<file path="src/rtl/multdiv_ctrl.sv">
// rtl/multdiv_ctrl.sv - iterative signed multiply (radix-2 Booth) / divide (non-restoring) unit
`timescale 1ns/1ps
module multdiv_ctrl #(
   parameter int WIDTH = 32
) (
   input  logic             clock,
   input  logic             reset_n,
   input  logic [WIDTH-1:0] data_operandA,
   input  logic [WIDTH-1:0] data_operandB,
   input  logic             ctrl_MULT,
   input  logic             ctrl_DIV,
   output logic [WIDTH-1:0] data_result,
   output logic             data_exception,
   output logic             data_resultRDY,
   output logic             busy
);
   localparam int CW = $clog2(WIDTH) + 1;
   localparam logic [CW-1:0] LAST = CW'(WIDTH);
   localparam logic [WIDTH-1:0] MIN_NEG = {1'b1, {(WIDTH-1){1'b0}}};

   typedef enum logic [1:0] {S_IDLE, S_MULT, S_DIV, S_DONE} state_t;

   state_t           r_state;
   state_t           w_next;
   logic [CW-1:0]    r_cnt;
   logic [WIDTH:0]   r_acc;     // Booth upper word / division partial remainder, one guard bit
   logic [WIDTH-1:0] r_lo;      // multiplier bits / quotient bits
   logic             r_x;       // Booth extra bit
   logic [WIDTH-1:0] r_m;       // multiplicand / divisor magnitude
   logic             r_neg;
   logic             r_ovf;
   logic             r_dz;
   logic [WIDTH-1:0] r_result;
   logic             r_exc;

   logic             w_start;
   logic             w_last;
   logic             w_sub;
   logic [WIDTH:0]   w_opa;
   logic [WIDTH:0]   w_opb;
   logic [WIDTH:0]   w_sum;
   logic [WIDTH-1:0] w_abs_a;
   logic [WIDTH-1:0] w_abs_b;
   logic [WIDTH-1:0] w_quot;
   logic             w_mult_exc;

   assign w_start    = ctrl_MULT | ctrl_DIV;
   assign w_last     = (r_cnt == LAST);
   assign w_abs_a    = data_operandA[WIDTH-1] ? -data_operandA : data_operandA;
   assign w_abs_b    = data_operandB[WIDTH-1] ? -data_operandB : data_operandB;
   assign w_quot     = r_neg ? -r_lo : r_lo;
   assign w_mult_exc = (r_acc[WIDTH-1:0] != {WIDTH{r_lo[WIDTH-1]}});

   always_ff @(posedge clock or negedge reset_n) begin
      if (!reset_n) r_state <= S_IDLE;
      else          r_state <= w_next;
   end

   always_comb begin
      w_next = r_state;
      if (w_start) begin
         w_next = ctrl_MULT ? S_MULT : S_DIV;
      end else begin
         case (r_state)
            S_MULT, S_DIV: if (w_last) w_next = S_DONE;
            S_DONE:        w_next = S_IDLE;
            default:       w_next = r_state;
         endcase
      end
   end

   // Single shared adder: Booth add/sub of the multiplicand, or the non-restoring step
   always_comb begin
      w_opa = r_acc;
      w_opb = '0;
      w_sub = 1'b0;
      if (r_state == S_DIV) begin
         w_opa = {r_acc[WIDTH-1:0], r_lo[WIDTH-1]};
         w_opb = {1'b0, r_m};
         w_sub = ~r_acc[WIDTH];
      end else begin
         case ({r_lo[0], r_x})
            2'b01:   w_opb = {r_m[WIDTH-1], r_m};
            2'b10: begin
               w_opb = {r_m[WIDTH-1], r_m};
               w_sub = 1'b1;
            end
            default: w_opb = '0;
         endcase
      end
      w_sum = w_opa + (w_sub ? ~w_opb : w_opb) + {{WIDTH{1'b0}}, w_sub};
   end

   always_ff @(posedge clock or negedge reset_n) begin
      if (!reset_n) begin
         r_cnt    <= '0;
         r_acc    <= '0;
         r_lo     <= '0;
         r_x      <= 1'b0;
         r_m      <= '0;
         r_neg    <= 1'b0;
         r_ovf    <= 1'b0;
         r_dz     <= 1'b0;
         r_result <= '0;
         r_exc    <= 1'b0;
      end else if (w_start) begin
         r_cnt <= '0;
         r_acc <= '0;
         r_x   <= 1'b0;
         if (ctrl_MULT) begin
            r_m   <= data_operandA;
            r_lo  <= data_operandB;
            r_neg <= 1'b0;
            r_ovf <= 1'b0;
            r_dz  <= 1'b0;
         end else begin
            r_m   <= w_abs_b;
            r_lo  <= w_abs_a;
            r_neg <= data_operandA[WIDTH-1] ^ data_operandB[WIDTH-1];
            r_ovf <= (data_operandA == MIN_NEG) && (data_operandB == '1);
            r_dz  <= (data_operandB == '0);
            // Divide-by-zero skips the iterations and completes on the next edge
            if (data_operandB == '0) r_cnt <= LAST;
         end
      end else if (r_state == S_MULT || r_state == S_DIV) begin
         if (!w_last) begin
            r_cnt <= r_cnt + CW'(1);
            if (r_state == S_MULT) begin
               r_acc <= {w_sum[WIDTH], w_sum[WIDTH:1]};
               r_lo  <= {w_sum[0], r_lo[WIDTH-1:1]};
               r_x   <= r_lo[0];
            end else begin
               r_acc <= w_sum;
               r_lo  <= {r_lo[WIDTH-2:0], ~w_sum[WIDTH]};
            end
         end else if (r_state == S_MULT) begin
            r_result <= r_lo;
            r_exc    <= w_mult_exc;
         end else begin
            r_result <= r_dz ? '0 : w_quot;
            r_exc    <= r_dz | r_ovf;
         end
      end
   end

   assign data_result    = r_result;
   assign data_exception = r_exc;
   assign data_resultRDY = (r_state == S_DONE);
   assign busy           = (r_state != S_IDLE);
endmodule

</file>
<file path="config.mk">
export PLATFORM = sky130hd
export DESIGN_NAME = multdiv_ctrl
export DESIGN_NICKNAME = d
export VERILOG_FILES = /design/src/rtl/multdiv_ctrl.sv
export SDC_FILE = /design/constraint.sdc
export NUM_CORES = 1
export LEC_CHECK = 0
export CORE_MARGIN = 1.5
export CORE_UTILIZATION = 43
export DETAILED_ROUTE_END_ITERATION = 7
export DONT_BUFFER_PORTS = 1
export PLACE_DENSITY = 0.62
export SLEW_MARGIN = 20
export SYNTH_ARGS = -nofsm -noshare
export SYNTH_HDL_FRONTEND = slang
export SYNTH_SLANG_ARGS = --single-unit
export TNS_END_PERCENT = 50
</file>
<file path="constraint.sdc">
create_clock -name clock -period 7.5 [get_ports clock]
set_input_delay 1.125 -clock clock [delete_from_list [all_inputs] [get_ports clock]]
set_output_delay 1.125 -clock clock [all_outputs]
set_load 0.03 [all_outputs]
</file>
==> metrics.csv, run 1 <==
metric;value;unit
status;finished clean;
Pleak;0.005209;µW
Top delay family on crit path;compound AO/OA/AOI/OAI gates;
Setup crit end kind;flip-flop;
ys async rst share;1.000;
Tot GR Track Use;0.2732;
CTS tree;done;
worst-case clock buffer depth;2;
global-route wire length before repair;62400;µm
Layout area overhead;5.905;%
clock latency reported for the late side of the worst-skew pair;0.44;ns
Routed Antenna Nets;0;
max_slew headroom;0.2551;
Met3 Wirelength;3211;µm
CP max stage delay;0.89;ns
# port buffers;0;
worst reg2reg path depth;15;
max_cap viols;0;
Seq/Total Area, Yosys;0.2922;
htree depth;4;
Worst Path Required;7.85;ns
CP max FO;37;
final hold viol count;0;
Initial Utilization;0.4378;
Multi-input gate area;0.008109;mm²
initial antenna violation count;1;
NumNets Final;1592;
Die Y;171.2;µm
top library cells by usage in the layout, fill and taps aside;nand2_1, o21ai_0, dfrtp_1;
WL per Instance;21.30;µm
Least-Margin Pin Slew;1.115;ns
post-DP HPWL;28120;µm
worst setup path startpoint;r_state[0];
Max IR drop VDD;0.1119;mV
Setup TNS Final;0;ns
GPL Wtd Cong;0.9097;
# diodes;0;
Inserted Clock Buffers;17;
DR pass1 iterations;5;
r2r endpoint;r_acc[25];
Slowest cell on crit path;nor2_4;
worst path bufs/invs;2;
I/O pins;103;
fmax;186.7;MHz
fin area;0.01288;mm²
crit share post-route;0.7140;
Syn Inst Count;1570;
gr ovfl total;0;
Cell variety after synth;67;
WL final;39870;µm
uppermost layer routed;met4;
fill count;2834;
DR vias;11760;
DP Area;0.01231;mm²
mapped cell area;0.01216;mm²
Hold Path Class;input port to async pin;
startpoint types;flip-flop;
vias in the first global route;10950;
Placed Instances;1840;
commonest non-fill, non-tap cell in the layout;nand2_1;
Reg area;0.003553;mm²
Synth Area per Inst;7.747;µm²
RSZ-0062 raised after global routing;no;
share of layout cells above drive strength 1;0.06493;
clock sinks;142;
Non-Filler Instances;1872;
largest net degree at the start of global routing;143;
clk_skew;0.01246;ns
die width;171.2;µm
clock-pin slew on the worst setup and hold paths;0.07;ns
Syn Nets;1681;
PwrDens;250.6;mW/mm²
vias per std cell;6.281;
DRT iter0 DRCs;1161;
CP Class;flip-flop to flip-flop;
routed wire length on met2;18000;µm
flops & latches, synth;142;
post-layout min period;5.355;ns
Placeable Area;0.02778;mm²
Post-synth EDFFs;0;
Ys Warns;0;
Setup Buffers After CTS;0;
Critical Path, Cell by Cell;inv_1, ha_1, buf_4, nor2_1, nor2_4, xnor2_1, fa_1, a211oi_1, o211ai_1, a2111oi_0, o311ai_0, o211ai_1, xnor2_1, nand3_1, a31oi_1;
Main synth FF type;dfrtp_1;
cts hold-fix bufs;0;
final setup vio count;0;
Root Driver;clkbuf_16;
# resized after CTS;0;
die area;0.02930;mm²
wl on met1;18180;µm
row cnt;61;
DRC;0;
reg2reg start;r_state[0];
Pins Over Slew Limit;0;
Critical Path AT;5.71;ns
r2r setup slk;2.14;ns
worst register-to-register path, stage by stage, from the launching register on:
cell and delay, ns:
dfrtp_1 0.44, inv_1 0.10, ha_1 0.15, buf_4 0.42, nor2_1 0.18, nor2_4 0.89, xnor2_1 0.28, fa_1 0.52
a211oi_1 0.30, o211ai_1 0.25, a2111oi_0 0.82, o311ai_0 0.28, o211ai_1 0.17, xnor2_1 0.18, nand3_1 0.11, a31oi_1 0.19
cells by family after synthesis:
group | after synthesis | synth area share
buffers and inverters | 142 | 0.04413
AND/OR/NAND/NOR | 534 | 0.2082
AO/OA/AOI/OAI | 537 | 0.2785
adder cells (fa/ha/maj) | 43 | 0.04485
XOR/XNOR | 123 | 0.08857
flip-flops | 142 | 0.2922
multiplexers | 49 | 0.04362
layout make-up:
cell class / count / share of cell area
multi-input cells: 1286 / 0.6295
flip-flops and latches: 142 / 0.2759
well taps: 378 / 0.03672
clock buffers: 17 / 0.03303
clock inverters: 15 / 0.01107
inverters: 26 / 0.007576
repair buffers: 8 / 0.006217
per-stage QoR:
step | total power (µW) | setup WS, ns | hold WS [ns] | util
after floorplan | 2044 | 3.523 | 0.4489 | -
after global placement | 2333 | 2.255 | 0.4687 | 0.4422
after detailed placement | 2349 | 2.257 | 0.4768 | 0.4432
after CTS | 3220 | 2.211 | 0.3745 | 0.4637
after global routing | 3427 | 1.750 | 0.3670 | 0.4637
final | 3229 | 2.145 | 0.3806 | 0.4637
cells in the mapped netlist (10+ instances only):
library cell  number  area share
mux2_2            32       0.030
nor2b_1           34       0.017
or3_1             13      0.0067
o31ai_1           29       0.018
and3_1            10      0.0051
ha_1              42       0.043
a21oi_1          109       0.045
or4_1             11      0.0068
dfrtp_1          142        0.29
a31oi_1           21       0.011
xor2_1            62       0.045
nand3_1           36       0.015
a21o_1            32       0.020
o211ai_1          13      0.0080
xnor2_1           61       0.044
nor4_1            15      0.0077
nand2_1          225       0.069
or2_2             10      0.0051
mux2i_1           17       0.014
buf_1             14      0.0043
nor3_1            33       0.014
inv_1             26      0.0080
clkbuf_1          99       0.031
nand2b_1          11      0.0057
o21ai_0          177       0.073
a211oi_1          70       0.043
nor2_1            88       0.027
nand4_1           23       0.012
o41ai_1           15       0.011
a22oi_1           10      0.0062
and2_1            11      0.0057
registers in the layout, summed over array words and instances (netlist names):
signal and flops:
r_acc 33, data_result 32, r_lo 32, r_m 32
r_cnt 6, r_state 2, data_exception 1, r_dz 1
r_neg 1, r_ovf 1, r_x 1
power by group:
group	internal, µW	total (µW)	leakage (µW)	switching, µW
sequential	841	982	0.00180	141
clock	442	860	0.000276	418
combinational	554	1390	0.00314	833
total	1840	3230	0.00521	1390
worst max path at each step:
stage / end / slack (ns) / depth (start not counted)
floorplan: r_lo[0] / 3.52 / 17
global placement: r_acc[25] / 2.26 / 15
detailed placement: r_acc[25] / 2.26 / 15
CTS: r_acc[25] / 2.21 / 15
global route: r_acc[25] / 1.75 / 15
finish: r_acc[25] / 2.14 / 15
layer usage:
metal	GRT usage	vias to the layer above
met1	0.3849	5756
met3	0.05752	35
li1	-	5549
met5	0	-
met4	0.05492	0
met2	0.4305	418
(Power assumes the default switching activity.)
==> inputs of run 2 (changes only) <==
clock period = 5.16 ns   (was 7.5 ns; I/O delays follow)
==> run 2 against run 1 <==
Compared with the run above: power rose by 46%; sequential share of layout area fell by 0.10 points; combinational power rose by 45%; flip-flop and latch count did not move; global-route usage fell by 0.41 points; hold slack got worse by 0.34 ns; count of clock-buffer cells in the layout rose by 1; maximum frequency rose by 14%; sequential power rose by 45%.
==> metrics.csv, run 2 (same netlist as run 1, synthesis figures left out) <==
metric;value;unit;change
WL final;39070;µm;-2.0%
Largest register FFs;33;;unchanged
die width;171.2;µm;unchanged
worst-case clock buffer depth;2;;unchanged
Placed Instances;1843;;+0.16%
fill count;2850;;+0.56%
# resized after CTS;0;;unchanged
max_cap viols;0;;unchanged
final hold viol count;0;;unchanged
vias per std cell;6.184;;-1.5%
DRT iter0 DRCs;1128;;-2.8%
DR pass1 iterations;7;;+2
largest net degree at the start of global routing;143;;unchanged
CTS tree;done;;
max_slew headroom;0.2684;;+0.01327
clock sinks;142;;unchanged
Non-Filler Instances;1877;;+0.27%
Die Y;171.2;µm;unchanged
die area;0.02930;mm²;unchanged
Placeable Area;0.02778;mm²;unchanged
clock latency reported for the late side of the worst-skew pair;0.44;ns;about the same
vias in the first global route;10620;;-3.0%
NumNets Final;1596;;+0.25%
Power Total;4723;µW;+46%
commonest non-fill, non-tap cell in the layout;nand2_1;;
Initial Utilization;0.4378;;unchanged
row cnt;61;;unchanged
Slowest cell on crit path;a2111oi_0;;
# port buffers;0;;unchanged
DP Worst Slack;0.5568;ns;-1.700 ns
Top delay family on crit path;compound AO/OA/AOI/OAI gates;;
RSZ-0062 raised after global routing;no;;
r2r setup slk;0.45;ns;-1.69 ns
final setup margin;0.4548;ns;-1.690 ns
WL per Instance;20.81;µm;-2.3%
Inserted Clock Buffers;17;;unchanged
Critical Path, Cell by Cell;inv_1, ha_1, and2_1, nor2_4, xnor2_1, fa_1, a211oi_1, o211ai_1, a2111oi_0, o311ai_0, o211ai_1, xnor2_1, nand3_1, a31oi_1;;
Most flops, register;r_acc;;
Setup TNS Final;0;ns;unchanged
DRC;0;;unchanged
CP max stage delay;0.80;ns;-0.09 ns
I/O pins;103;;unchanged
worst path bufs/invs;1;;-1
post-DP HPWL;27920;µm;-0.70%
Least-Margin Pin Slew;1.096;ns;-0.01847 ns
Critical Path AT;5.06;ns;-0.65 ns
share of layout cells above drive strength 1;0.06742;;+0.002497
r2r endpoint;r_acc[25];;
Routed Antenna Nets;0;;unchanged
Setup crit end kind;flip-flop;;
fmax;212.5;MHz;+14%
worst reg2reg path depth;14;;-1
Final Core Density;0.4654;;+0.001712
initial antenna violation count;0;;-1
startpoint types;flip-flop;;
DR vias;11610;;-1.3%
CP Depth;14;;-1
cts hold-fix bufs;0;;unchanged
top library cells by usage in the layout, fill and taps aside;nand2_1, o21ai_0, dfrtp_1;;
Tot GR Track Use;0.2691;;-0.004103
reg2reg start;r_state[0];;
clk_skew;0.01361;ns;+0.001154 ns
Setup Buffers After CTS;0;;unchanged
Hold Path Class;input port to async pin;;
CP max FO;20;;-46%
Worst Path Required;5.51;ns;-2.34 ns
htree depth;4;;unchanged
global-route wire length before repair;61390;µm;-1.6%
Layout area overhead;6.295;%;
Pins Over Slew Limit;0;;unchanged
GPL Wtd Cong;0.9554;;+5.0%
Reg area;0.003553;mm²;unchanged
Max IR drop VDD;0.1926;mV;+72%
crit path capture;r_acc[25];;
status;finished clean;;
gr ovfl total;0;;unchanged
CP Class;flip-flop to flip-flop;;
Root Driver;clkbuf_16;;
clock-pin slew on the worst setup and hold paths;0.07;ns;about the same
PwrDens;365.3;mW/mm²;+46%
worst setup path startpoint;r_state[0];;
Multi-input gate area;0.008109;mm²;unchanged
Pleak;0.005228;µW;+0.35%
post-layout min period;4.705;ns;-0.6501 ns
final setup vio count;0;;unchanged
crit share post-route;0.9119;;+0.1978
==> run 2: worst reg2reg max path, delay by kind of cell (launching register included) <==
kind | cells | cell delay, ns
AOI/OAI and AO/OA | 6 | 2.04
xor gates and xnor gates | 2 | 0.42
DFF | 1 | 0.44
buffers and inverters | 1 | 0.10
adders and majority gates | 2 | 0.73
and+or+nand+nor | 3 | 0.88
==> run 2: metrics by stage <==
stage / area [µm²] / hold WS (ns)
final: 12930 / 0.03848
after global routing: 12930 / 0.02011
after CTS: 12900 / 0.03620
after detailed placement: 12320 / 0.4758
after global placement: 12320 / 0.4684
after floorplan: 12160 / 0.4489
==> run 2: how the worst min path moves through the flow <==
stage,startpoint,endpoint,slack [ns],cells past startpoint
floorplan,r_ovf,r_ovf,0.45,2
CTS,reset_n,r_acc[14],0.04,0
global placement,r_ovf,r_ovf,0.47,2
detailed placement,r_ovf,r_ovf,0.48,2
global route,reset_n,r_acc[25],0.02,0
finish,reset_n,r_acc[25],0.04,0
==> run 2: layer usage <==
layer  GRT usage  wire length [µm]  up-vias
met3     0.05522              3186       45
met1      0.3919             18150     5581
li1            -                 -     5558
met2      0.4023             16990      423
met5           0                 0        -
met4     0.06979               733        0
==> run 2: report_power, final <==
part	leakage (µW)	internal [µW]	switching, µW
Sequential	0.00180	1220	202
Clock	0.000275	694	582
Combinational	0.00316	812	1210
==> run 2: area by class of cell <==
type	count	share of cell area
Inverter	26	0.007549
Clock buffer	18	0.03397
Timing Repair Buffer	12	0.008516
Antenna cell	1	0.0001936
Tap cell	378	0.03658
Clock inverter	14	0.01113
Sequential cell	142	0.2748
Multi-Input combinational cell	1286	0.6272
==> inputs of run 3 (changes only) <==
GPL_ROUTABILITY_DRIVEN = 0   (was unset)
SETUP_SLACK_MARGIN = 0.02   (was unset)
clock period = 4.6 ns   (was 5.16 ns; I/O delays follow)
==> run 3 against run 2 <==
Compared with the run above: final area is 0.70% higher; hold slack improved by 0.14 ns; count of clock-buffer cells in the layout fell by 1; power rose by 13%; worst setup slack got worse by 0.14 ns; critical path depth unchanged.
==> metrics.csv, run 3 (same netlist as run 1, synthesis figures left out) <==
metric;value;unit;change
CP max FO;10;;-50%
Routed Antenna Nets;0;;unchanged
commonest non-fill, non-tap cell in the layout;nand2_1;;
fmax;233.4;MHz;+9.8%
clock-pin slew on the worst setup and hold paths;0.07;ns;about the same
CTS tree;done;;
worst path bufs/invs;1;;unchanged
clk_skew;0.01625;ns;+0.002643 ns
Min Hold Slack;0.1752;ns;+0.1367 ns
die width;171.2;µm;unchanged
Least-Margin Pin Slew;0.9172;ns;-0.1790 ns
final setup vio count;0;;unchanged
fill count;2800;;-1.8%
Top delay family on crit path;compound AO/OA/AOI/OAI gates;;
Inserted Clock Buffers;17;;unchanged
Tot GR Track Use;0.2658;;-0.003274
clock sinks;142;;unchanged
Root Driver;clkbuf_16;;
DP Worst Slack;0.4461;ns;-0.1106 ns
global-route wire length before repair;60580;µm;-1.3%
WL final;38770;µm;-0.75%
Worst Path Required;4.95;ns;-0.56 ns
# port buffers;0;;unchanged
post-layout min period;4.285;ns;-0.4201 ns
# resized after CTS;0;;unchanged
# diodes;0;;-1
Most flops, register;r_acc;;
CP Class;flip-flop to flip-flop;;
row cnt;61;;unchanged
DRC;0;;unchanged
Slowest cell on crit path;a2111oi_0;;
worst-case clock buffer depth;2;;unchanged
startpoint types;flip-flop;;
die area;0.02930;mm²;unchanged
Non-Filler Instances;1882;;+0.27%
Reg area;0.003553;mm²;unchanged
RSZ-0062 raised after global routing;no;;
vias in the first global route;10690;;+0.73%
PwrDens;411.1;mW/mm²;+13%
Placed Instances;1849;;+0.33%
clock latency reported for the late side of the worst-skew pair;0.44;ns;about the same
status;finished clean;;
initial antenna violation count;0;;unchanged
gr ovfl total;0;;unchanged
NumNets Final;1602;;+0.38%
Largest register FFs;33;;unchanged
Setup TNS Final;0;ns;unchanged
share of layout cells above drive strength 1;0.07181;;+0.004385
max_slew headroom;0.3885;;+0.1202
WL per Instance;20.60;µm;-1.0%
final setup margin;0.3148;ns;-0.1399 ns
Hold Path Class;input port to async pin;;
Pins Over Slew Limit;0;;unchanged
I/O pins;103;;unchanged
crit share post-route;0.9316;;+0.01969
DR vias;11760;;+1.3%
DRT iter0 DRCs;1073;;-4.9%
Critical Path AT;4.63;ns;-0.43 ns
top library cells by usage in the layout, fill and taps aside;nand2_1, o21ai_0, dfrtp_1;;
Critical Path, Cell by Cell;inv_1, ha_1, nand2b_1, nand3_1, and2_1, fa_1, a211oi_1, o211ai_1, a2111oi_0, o311ai_0, o211ai_1, xnor2_1, nand3_1, a31oi_1;;
max_cap viols;0;;unchanged
largest net degree at the start of global routing;143;;unchanged
Initial Utilization;0.4378;;unchanged
Placeable Area;0.02778;mm²;unchanged
CP max stage delay;0.69;ns;-0.11 ns
Layout area overhead;7.036;%;
vias per std cell;6.250;;+1.1%
final hold viol count;0;;unchanged
htree depth;4;;unchanged
Multi-input gate area;0.008112;mm²;about the same
Die Y;171.2;µm;unchanged
DR pass1 iterations;6;;-1
post-DP HPWL;27890;µm;-0.13%
Pleak;0.005280;µW;+1.0%
Setup crit end kind;flip-flop;;
Max IR drop VDD;0.2304;mV;+20%
## run 3: repair_timing
item                                   4_1_cts  5_1_grt
endpoints found under the hold margin      142        0
hold buffers                                 1        0
buffers inserted                             0        0
## run 3: path summary, 6_finish.rpt
check / startpoint / to / slack [ns] / depth (start not counted)
hold / removal: reset_n / r_acc[9] / 0.18 / 1
min in group clock: ctrl_MULT / r_neg / 0.36 / 1
max in group asynchronous: reset_n / r_lo[15] / 3.69 / 1
setup reg to reg: r_state[0] / r_acc[25] / 0.31 / 14
hold reg to reg: r_ovf / r_ovf / 0.49 / 2
setup / recovery: r_state[0] / r_acc[25] / 0.31 / 14
## run 3: routing by layer
layer / track usage / part of all wire / up-vias
met5: 0 / 0 / -
met2: 0.4104 / 0.44 / 448
met1: 0.3770 / 0.46 / 5695
met4: 0.06903 / 0.019 / 0
li1: - / - / 5563
met3: 0.05384 / 0.076 / 56
## run 3: final cells by class
class                           count  share of cell area
Multi-Input combinational cell   1286              0.6231
Clock buffer                       17             0.03268
Timing Repair Buffer               18             0.01480
Inverter                           26            0.007496
Clock inverter                     15             0.01269
Tap cell                          378             0.03633
Sequential cell                   142              0.2729
## run 3: worst reg2reg max path: cells and delay by family (launching register included)
kind / cells / cell delay [ns]
buf+inv: 1 / 0.13
fa+ha+maj: 2 / 0.71
xor+xnor: 1 / 0.18
compound gates: 6 / 1.87
simple gates: 4 / 0.87
flops: 1 / 0.44
## run 3: metrics by stage
stage / util / power [µW] / instance area [µm²]
final: 0.4686 / 5352 / 13020
after floorplan: - / 3332 / 12160
after global routing: 0.4686 / 5677 / 13020
after CTS: 0.4685 / 5334 / 13020
after global placement: 0.4456 / 3837 / 12380
after detailed placement: 0.4463 / 3863 / 12400
## run 3: report_power, final
part | switching [µW] | total, µW | leakage [µW] | internal, µW
Combinational | 1380 | 2320 | 0.00320 | 941
Sequential | 227 | 1600 | 0.00180 | 1370
Clock | 659 | 1430 | 0.000285 | 773
Total | 2270 | 5350 | 0.00528 | 3080
